`config.mk`:
```
export PLATFORM = sky130hd
export DESIGN_NAME = sprite_loader
export DESIGN_NICKNAME = d
export VERILOG_FILES = /design/src/rtl/sprite_pkg.sv /design/src/rtl/sprite_loader.sv
export SDC_FILE = /design/constraint.sdc
export NUM_CORES = 1
export LEC_CHECK = 0
export CAP_MARGIN = 5
export CORE_MARGIN = 3
export CORE_UTILIZATION = 61
export CTS_CLUSTER_SIZE = 40
export DETAILED_ROUTE_END_ITERATION = 10
export PLACE_DENSITY = 0.82
export SLEW_MARGIN = 10
export SYNTH_ARGS = -nofsm -noshare
export SYNTH_HDL_FRONTEND = slang
export SYNTH_SLANG_ARGS = --single-unit
export TNS_END_PERCENT = 5
```
`constraint.sdc`:
```
create_clock -name clk -period 4.44 [get_ports clk]
set_input_delay 0.888 -clock clk [delete_from_list [all_inputs] [get_ports clk]]
set_output_delay 0.888 -clock clk [all_outputs]
set_load 0.1 [all_outputs]
```
`src/rtl/sprite_pkg.sv`:
```
// Shared sprite definitions for the sprite loader and the player-draw blocks.
// Holds the loader FSM state type, the default frame sync marker and the
// per-sprite dimensions so that writer and readers agree on RAM addressing
// (address = y*WIDTH + x).
package sprite_pkg;

    typedef enum logic [1:0] {
        IDLE,
        HI,
        LO,
        CHK
    } loader_state_t;

    localparam logic [7:0] SYNC_BYTE_DEFAULT = 8'hA5;

    localparam int CAT_WIDTH      = 130;
    localparam int CAT_HEIGHT     = 99;
    localparam int CAT_ADDR_WIDTH = 14;

    function automatic int pix_count(input int width, input int height);
        return width * height;
    endfunction

endpackage

```
`src/rtl/sprite_loader.sv`:
```
// sprite_loader: turns a received byte stream into sprite RAM writes.
//
// Frame: SYNC_BYTE, then one byte pair per pixel ({x,R} then {G,B}), then a
// checksum byte equal to the XOR of every pixel byte (sync excluded).
//
// Ports:
//   clk       system clock
//   rst       asynchronous reset, active low
//   in_data   received byte
//   in_valid  in_data valid this cycle
//   in_ready  byte accepted (held high once out of reset, never back-pressures)
//   wr_en     RAM write strobe, one cycle per pixel
//   wr_addr   RAM write address (pixel index)
//   wr_data   RGB444 pixel
//   busy      frame in progress
//   done      one-cycle pulse: frame complete, checksum good
//   err       one-cycle pulse: checksum mismatch or inter-byte timeout
module sprite_loader
    import sprite_pkg::*;
#(
    parameter int         SPRITE_WIDTH  = 130,
    parameter int         SPRITE_HEIGHT = 99,
    parameter int         ADDR_WIDTH    = 14,
    parameter int         TIMEOUT       = 1_000_000,
    parameter logic [7:0] SYNC_BYTE     = SYNC_BYTE_DEFAULT
) (
    input  logic                  clk,
    input  logic                  rst,
    input  logic [7:0]            in_data,
    input  logic                  in_valid,
    output logic                  in_ready,
    output logic                  wr_en,
    output logic [ADDR_WIDTH-1:0] wr_addr,
    output logic [11:0]           wr_data,
    output logic                  busy,
    output logic                  done,
    output logic                  err
);

    localparam int PIX = pix_count(SPRITE_WIDTH, SPRITE_HEIGHT);
    localparam int TW  = (TIMEOUT > 1) ? $clog2(TIMEOUT) : 1;

    localparam logic [ADDR_WIDTH-1:0] LAST_PIX = ADDR_WIDTH'(PIX - 1);
    localparam logic [TW-1:0]         TMO_LAST = TW'(TIMEOUT - 1);

    loader_state_t         state_q;
    logic [ADDR_WIDTH-1:0] pix_q;
    logic [7:0]            csum_q;
    logic [3:0]            r_q;
    logic [TW-1:0]         tmo_q;
    logic                  in_ready_q;
    logic                  wr_en_q;
    logic [ADDR_WIDTH-1:0] wr_addr_q;
    logic [11:0]           wr_data_q;
    logic                  done_q;
    logic                  err_q;

    logic accept;
    assign accept = in_valid && in_ready_q;

    always_ff @(posedge clk or negedge rst) begin
        if (!rst) begin
            state_q    <= IDLE;
            pix_q      <= '0;
            csum_q     <= '0;
            r_q        <= '0;
            tmo_q      <= '0;
            in_ready_q <= 1'b0;
            wr_en_q    <= 1'b0;
            wr_addr_q  <= '0;
            wr_data_q  <= '0;
            done_q     <= 1'b0;
            err_q      <= 1'b0;
        end else begin
            in_ready_q <= 1'b1;
            wr_en_q    <= 1'b0;
            done_q     <= 1'b0;
            err_q      <= 1'b0;

            if (accept) begin
                // An accepted byte always restarts the idle timer, even in
                // the cycle the timer would otherwise have expired.
                tmo_q <= '0;
                case (state_q)
                    IDLE: begin
                        if (in_data == SYNC_BYTE) begin
                            state_q <= HI;
                            pix_q   <= '0;
                            csum_q  <= '0;
                        end
                    end
                    HI: begin
                        r_q     <= in_data[3:0];
                        csum_q  <= csum_q ^ in_data;
                        state_q <= LO;
                    end
                    LO: begin
                        csum_q    <= csum_q ^ in_data;
                        wr_en_q   <= 1'b1;
                        wr_addr_q <= pix_q;
                        wr_data_q <= {r_q, in_data};
                        if (pix_q == LAST_PIX) begin
                            state_q <= CHK;
                        end else begin
                            pix_q   <= pix_q + 1'b1;
                            state_q <= HI;
                        end
                    end
                    CHK: begin
                        if (in_data == csum_q) begin
                            done_q <= 1'b1;
                        end else begin
                            err_q <= 1'b1;
                        end
                        state_q <= IDLE;
                    end
                    default: state_q <= IDLE;
                endcase
            end else if (state_q != IDLE) begin
                if (tmo_q == TMO_LAST) begin
                    err_q   <= 1'b1;
                    state_q <= IDLE;
                    tmo_q   <= '0;
                end else begin
                    tmo_q <= tmo_q + 1'b1;
                end
            end
        end
    end

    assign in_ready = in_ready_q;
    assign wr_en    = wr_en_q;
    assign wr_addr  = wr_addr_q;
    assign wr_data  = wr_data_q;
    assign busy     = (state_q != IDLE);
    assign done     = done_q;
    assign err      = err_q;

endmodule
```
-- Word level (Yosys, flattened, before mapping)
Index checks and enable logic that the tools add are counted.
- register bits after elaboration: 78
- bits in latches: 0
- RAM bits: 0
- bits in read-only memories: 0
- memories: 0
- add/subtract/negate cells: 2
- multipliers: 0
- div/mod/pow operators: 0
- $lt $le $gt $ge: 0
- eq/ne operators: 10
- shift-type cells: 0
- muxes and demuxes: 24
- bitwise gates (word level): 1
- reduce and logical (&&, ||, !) cells: 13
- operator list (kind ; count):
    two-way mux 20 bit ; 3
    two-way mux 14 bit ; 2
    case mux 14 bit (2 select lines) ; 1
    adder 20 x 1 -> 20 bit (second input constant) ; 1
    == test 20 bit (second input constant) ; 1
    case mux 8 bit (2 select lines) ; 1
    adder 14 x 1 -> 14 bit (second input constant) ; 1
    == test 14 bit (second input constant) ; 1
    two-way mux 1 bit ; 10
    two-way mux 2 bit ; 5
    nonzero test 2 bit ; 5
    == test 8 bit ; 1
    == test 8 bit (second input constant) ; 1
    two-way mux 8 bit ; 1
    case mux 2 bit (4 select lines) ; 1
    bitwise XOR 8 bit ; 1
    AND reduction 3 bit ; 2
    == test 2 bit (second input constant) ; 2
    != test 2 bit (second input constant) ; 2
    AND reduction 2 bit ; 2
    AND reduction 4 bit ; 1
    != test 3 bit (second input constant) ; 1
    == test 2 x 1 -> 1 bit (second input constant) ; 1
    logical NOT 2 bit ; 1
    other kinds (2) ; 2

-- Depth between registers and ports, before layout
- depth in word-level cells: 4
- depth in mapped cells: 10
- depth with buffers taken out: 7

-- Worst setup path after synthesis
OpenSTA, ideal clock, no wires.
- path kind: reg2reg
- start point: reg state_q[0]
- end point: reg tmo_q[15]
- arrival time: 2.631 ns
- required time: 4.358 ns
- path slack: 1.727 ns
- cell stages (with the launch flop): 11
- path buffers: 3
- clock period less this slack: 2.713 ns
- cell sequence: dfrtp_1 > inv_1 > ha_1 > buf_2 > inv_1 > nor2_1 > a211oi_1 > buf_2 > buf_2 > a21oi_1 > a31oi_1
- longest elaborated chain between the ends: 2
- ends and longest elaborated chain (element ; RTL line ; text):
    start, declared ; sprite_loader.sv:46 ; loader_state_t state_q;
    start signal, assigned ; sprite_loader.sv:63 ; state_q <= IDLE;
    start signal, assigned ; sprite_loader.sv:87 ; state_q <= HI;
    start signal, assigned ; sprite_loader.sv:95 ; state_q <= LO;
    nonzero test 2 bit ; - ;
    net busy ; sprite_loader.sv:35 ; output logic busy,
    nonzero test 2 bit (no source line) ; - ;
    end signal, assigned ; sprite_loader.sv:125 ; tmo_q <= tmo_q + 1'b1;
    end, declared ; sprite_loader.sv:50 ; logic [TW-1:0] tmo_q;
The timed path passes the listed nets, and every way through them passes these cells.
A chain may end at the register's enable or synchronous reset.

-- Worst setup path after layout
- start point: reg state_q[0]
- end point: out busy
- longest elaborated chain between the ends: 1
- ends and longest elaborated chain (element ; RTL line ; text):
    nonzero test 2 bit ; sprite_loader.sv:135 ; assign busy = (state_q != IDLE);
    end, declared ; sprite_loader.sv:35 ;
No other way between the ends.

==> metrics list <==
- The clock passes through at most 2 buffers.
- Largest fanout on the critical path: 10
- Total grt overflow: 0
- Net count of the mapped netlist: 414
- Final clock skew: 0.005449 ns
- The analysis attributes to net switching a power of 1.327 mW.
- The flow ran to the end, and the final reports show no timing, DRC or antenna violations.
- For this design the ratio of total power to cell area is 639.8 mW/mm².
- Compared with the post-synthesis result, the final layout area differs by 18.06%.
- Top post-synthesis cells by area: dfrtp_1, nand2_1, mux2_2
- Setup TNS Final: 0 ns
- TritonCTS buffer count: 9
* Wire length of the first global-routing pass: 14.37 mm
- Counting flops with an async set or reset pin after synthesis yields a share of 100.0%.
- Switching share of total power: 45.68%
- Clk network pwr share: 20.9%
- STA classifies the critical path endpoint as a primary output.
- RR Startpoint: state_q[0]
- The routed layout has 3,054 vias.
* Worst-case vdd ir drop: 631.7 µV
- Worst slack, placed: 1.041 ns
* Critical path buffers and inverters: 3
* Hold buffers post-CTS: 0
- Startpoint of the most critical hold path: wr_data[4]
- The min-delay analysis places its worst path in the category flop to flop.
* Startpoint-to-endpoint class of the critical path: flop to primary output
- Along the worst hold path, the cell count comes to 2.
- Broken down by cell family, the worst path's largest delay share belongs to buffers and inverters.
* Routed vias/inst: 5.942
- Global routing met1 resource utilization: 32.91%
- Max-capacitance violation count: 0
- Once the floorplan was initialized, standard cells occupied 63.81% of the core.
- Before antenna repair, the detailed router went through 4 iterations.
- Of the total power, registers draw 35.3%.
- The biggest area contributor in the post-synthesis netlist is dfrtp_1.
- The floorplan has 28 rows.
* Share of the clock period used by the worst path: 79.09%
* Initial antenna violation count: 0
- M2 GR Usage: 38.49%
- The clock net in this run drives a total of 78 sinks.
* Fin worst setup slack: 0.9285 ns
- In this run the critical register-to-register path is captured at pix_q[5].
- The repair_antennas step left the layout with diodes totalling 0.
- By instance count, the cell type seen most on the critical path is inv_1.
- At the worst endpoint, the arrival time is 2.62 ns.
- Count of nets left with antenna violations after detail routing: 0
* DR DRC count: 0
- Path depth of the worst reg2reg path: 7
- The largest single stage delay on the critical path is 1.16 ns.
- The path with the worst hold slack has its endpoint at wr_data[4].
- Kind of start point of the critical path: flop
- At the pin with the least slew margin, the transition time is 1.001 ns.
- Summed over all cells, the static leakage comes to 2.139 nW.
- The worst register-to-register path has a setup slack of 1.64 ns.
* Most frequent cells in the layout: nand2_1, dfrtp_1, clkdlybuf4s50_1
- In this run the count of I/O pins placed on the die edge is 42.
- Iteration-0 DRC count of the detailed router: 172
* Layer with the highest usage after global routing: met2
- Share of layout cells above drive strength 1: 7.973%
- The floorplan step set the die width to 85.39 µm.
* Number of register bits inferred by synthesis: 78
- Distinct cell type count of the synthesized netlist: 48
* Cell-internal power: 1.578 mW
- Worst-path cell chain: inv_1 -> ha_1 -> inv_1 -> clkdlybuf4s50_1
- Dividing the detail-routed wire length by the instance count gives 16.40 µm.
- During synthesis, Yosys emitted a total of 0 warnings.
* Number of enable flip-flop cells after synthesis: 0
- For this run, the leading register cell type out of synthesis is dfrtp_1.
- Buffers on Ports: 41
- Slew Limit Fails: 0
- Across every metal layer, demand over resource in global routing totals 24.82%.
* Min Clock Period, post-route: 3.511 ns
* Post-CTS Resized: 0
* Worst setup path start: state_q[0]
* Estimated wirelength of the detail-placed design: 5.557 mm
* Top-area cell type share of the netlist area: 50.76%
* Most common library cell in the layout ignoring fill and taps: nand2_1
* Number of setup violations in the final report: 0
* Number of global-route vias before repair: 3,007
- The total area inside the core boundary comes to 0.006026 mm².
* Required time at the worst-slack endpoint: 3.55 ns
* Clock root buffer: clkbuf_8
* FMAX: 284.8 MHz
* Placer congestion estimate: 0.8347
- The clock reaches the later pin of the worst-skew pair after 0.35 ns.
- Clock-pin transition on the worst setup and hold timing paths: 0.08 ns
- In the final design database the tool counted 452 nets.
- A synthesized cell averages 9.709 µm².
- H-tree Lvls: 3
- Entering global routing, the biggest net connects 79 pins.
* Die Area: 0.007291 mm²
- After detailed routing, the total wire length is 8.432 mm.
- Combinational fraction of design power: 43.9%
- After synthesis the cells add up to 0.003845 mm².
- TritonCTS built the clock tree.
- Setup repair after global routing left no endpoint under its margin.
* Worst-case headroom to the max-slew limit: 33.03%
- The final number of hold-violating endpoints was 0.
- Die extent in y: 85.39 µm
* Sequential fraction of the synthesis area: 50.76%
- After technology mapping, the gate count stands at 396.
- Worst path slowest cell: clkdlybuf4s50_1
- Once the clock tree was built, the setup fixing pass inserted 0 buffers.
- GR Util met3: 4.563%
==> per-layer routing <==
layer	routed length, µm	vias to the layer above
met5	0	-
met4	223	0
met3	422	20
met2	4017	80
met1	3769	1465
li1	-	1489
==> synthesized netlist by cell type (all sizes together) (2+ instances only) <==
| cell type | number |
|---|---|
| a21o | 5 |
| dfrtp | 78 |
| clkbuf | 11 |
| buf | 6 |
| nor2b | 6 |
| o31ai | 6 |
| nor4bb | 4 |
| a22o | 7 |
| a31oi | 7 |
| nand4 | 14 |
| a41oi | 2 |
| and4 | 3 |
| xnor2 | 10 |
| nand2 | 100 |
| ha | 7 |
| nand2b | 3 |
| nand4b | 2 |
| o41ai | 3 |
| nor3 | 2 |
| nor4 | 4 |
| mux2i | 8 |
| a211oi | 2 |
| a221o | 2 |
| inv | 6 |
| or4b | 3 |
| o21a | 2 |
| o21ai | 22 |
| and2 | 8 |
| nand3 | 18 |
| mux2 | 9 |
| a21oi | 4 |
| and3 | 14 |
| nor2 | 8 |
==> worst min-delay path, cell delays in order (launching register included) <==
cell and delay [ns]:
dfrtp_1 0.35, nand2_1 0.05, nand2_1 0.05
==> power groups by stage <==
stage / Sequential (mW) / Clock [mW] / Combinational [mW]
finish: 1.02 / 0.606 / 1.27
CTS: 1.02 / 0.614 / 1.28
global placement: 1.02 / 0 / 1.25
detailed placement: 1.03 / 0 / 1.28
floorplan: 1.53 / 0 / 0.462
global route: 1.05 / 0.651 / 1.36
==> sequential cells by signal (all words and copies together), names as in the netlist <==
name and cells:
err 1, in_ready 1, csum_q 8, state_q 2, wr_en 1, wr_addr 14, r_q 4, done 1
tmo_q 20, pix_q 14, wr_data 12
==> how the worst max path moves through the flow <==
| stage | endpoint | depth (start not counted) |
|---|---|---|
| final | busy | 4 |
| after global routing | busy | 4 |
| after CTS | busy | 4 |
| after detailed placement | pix_q[12] | 8 |
| after global placement | pix_q[12] | 8 |
| after floorplan | tmo_q[15] | 10 |
==> logic make-up (layout without fill, tap and decap cells) <==
group,Yosys count,count (layout),share of synthesized area [%]
and+or+nand+nor,194,194,25.19
DFF,78,78,50.76
xor gates and xnor gates,11,11,2.506
adders and majority gates,7,7,2.278
buffers and inverters,23,66,2.343
AOI/OAI and AO/OA,65,65,12.11
other,1,1,0.09753
muxes,17,17,4.719
==> metrics by stage <==
step	utilization (%)	total power, mW	area [µm²]	hold WS [ns]	instances
global placement	71.47	2.270	4307	0.4600	498
CTS	75.33	2.917	4539	0.4815	514
detailed placement	71.47	2.309	4307	0.4614	498
finish	75.33	2.904	4539	0.4782	514
floorplan	-	1.988	3845	0.4658	396
global route	75.33	3.054	4539	0.4936	514
==> area by class of cell <==
type	instances	area, µm²
inverter	6	22.52
tap	75	93.84
fill	425	1486
timing repair buffer	44	430.4
sequential	78	1952
multi-input combinational	295	1808
clock inverter	5	81.33
clock buffer	11	151.4
(Power assumes the default switching activity.)
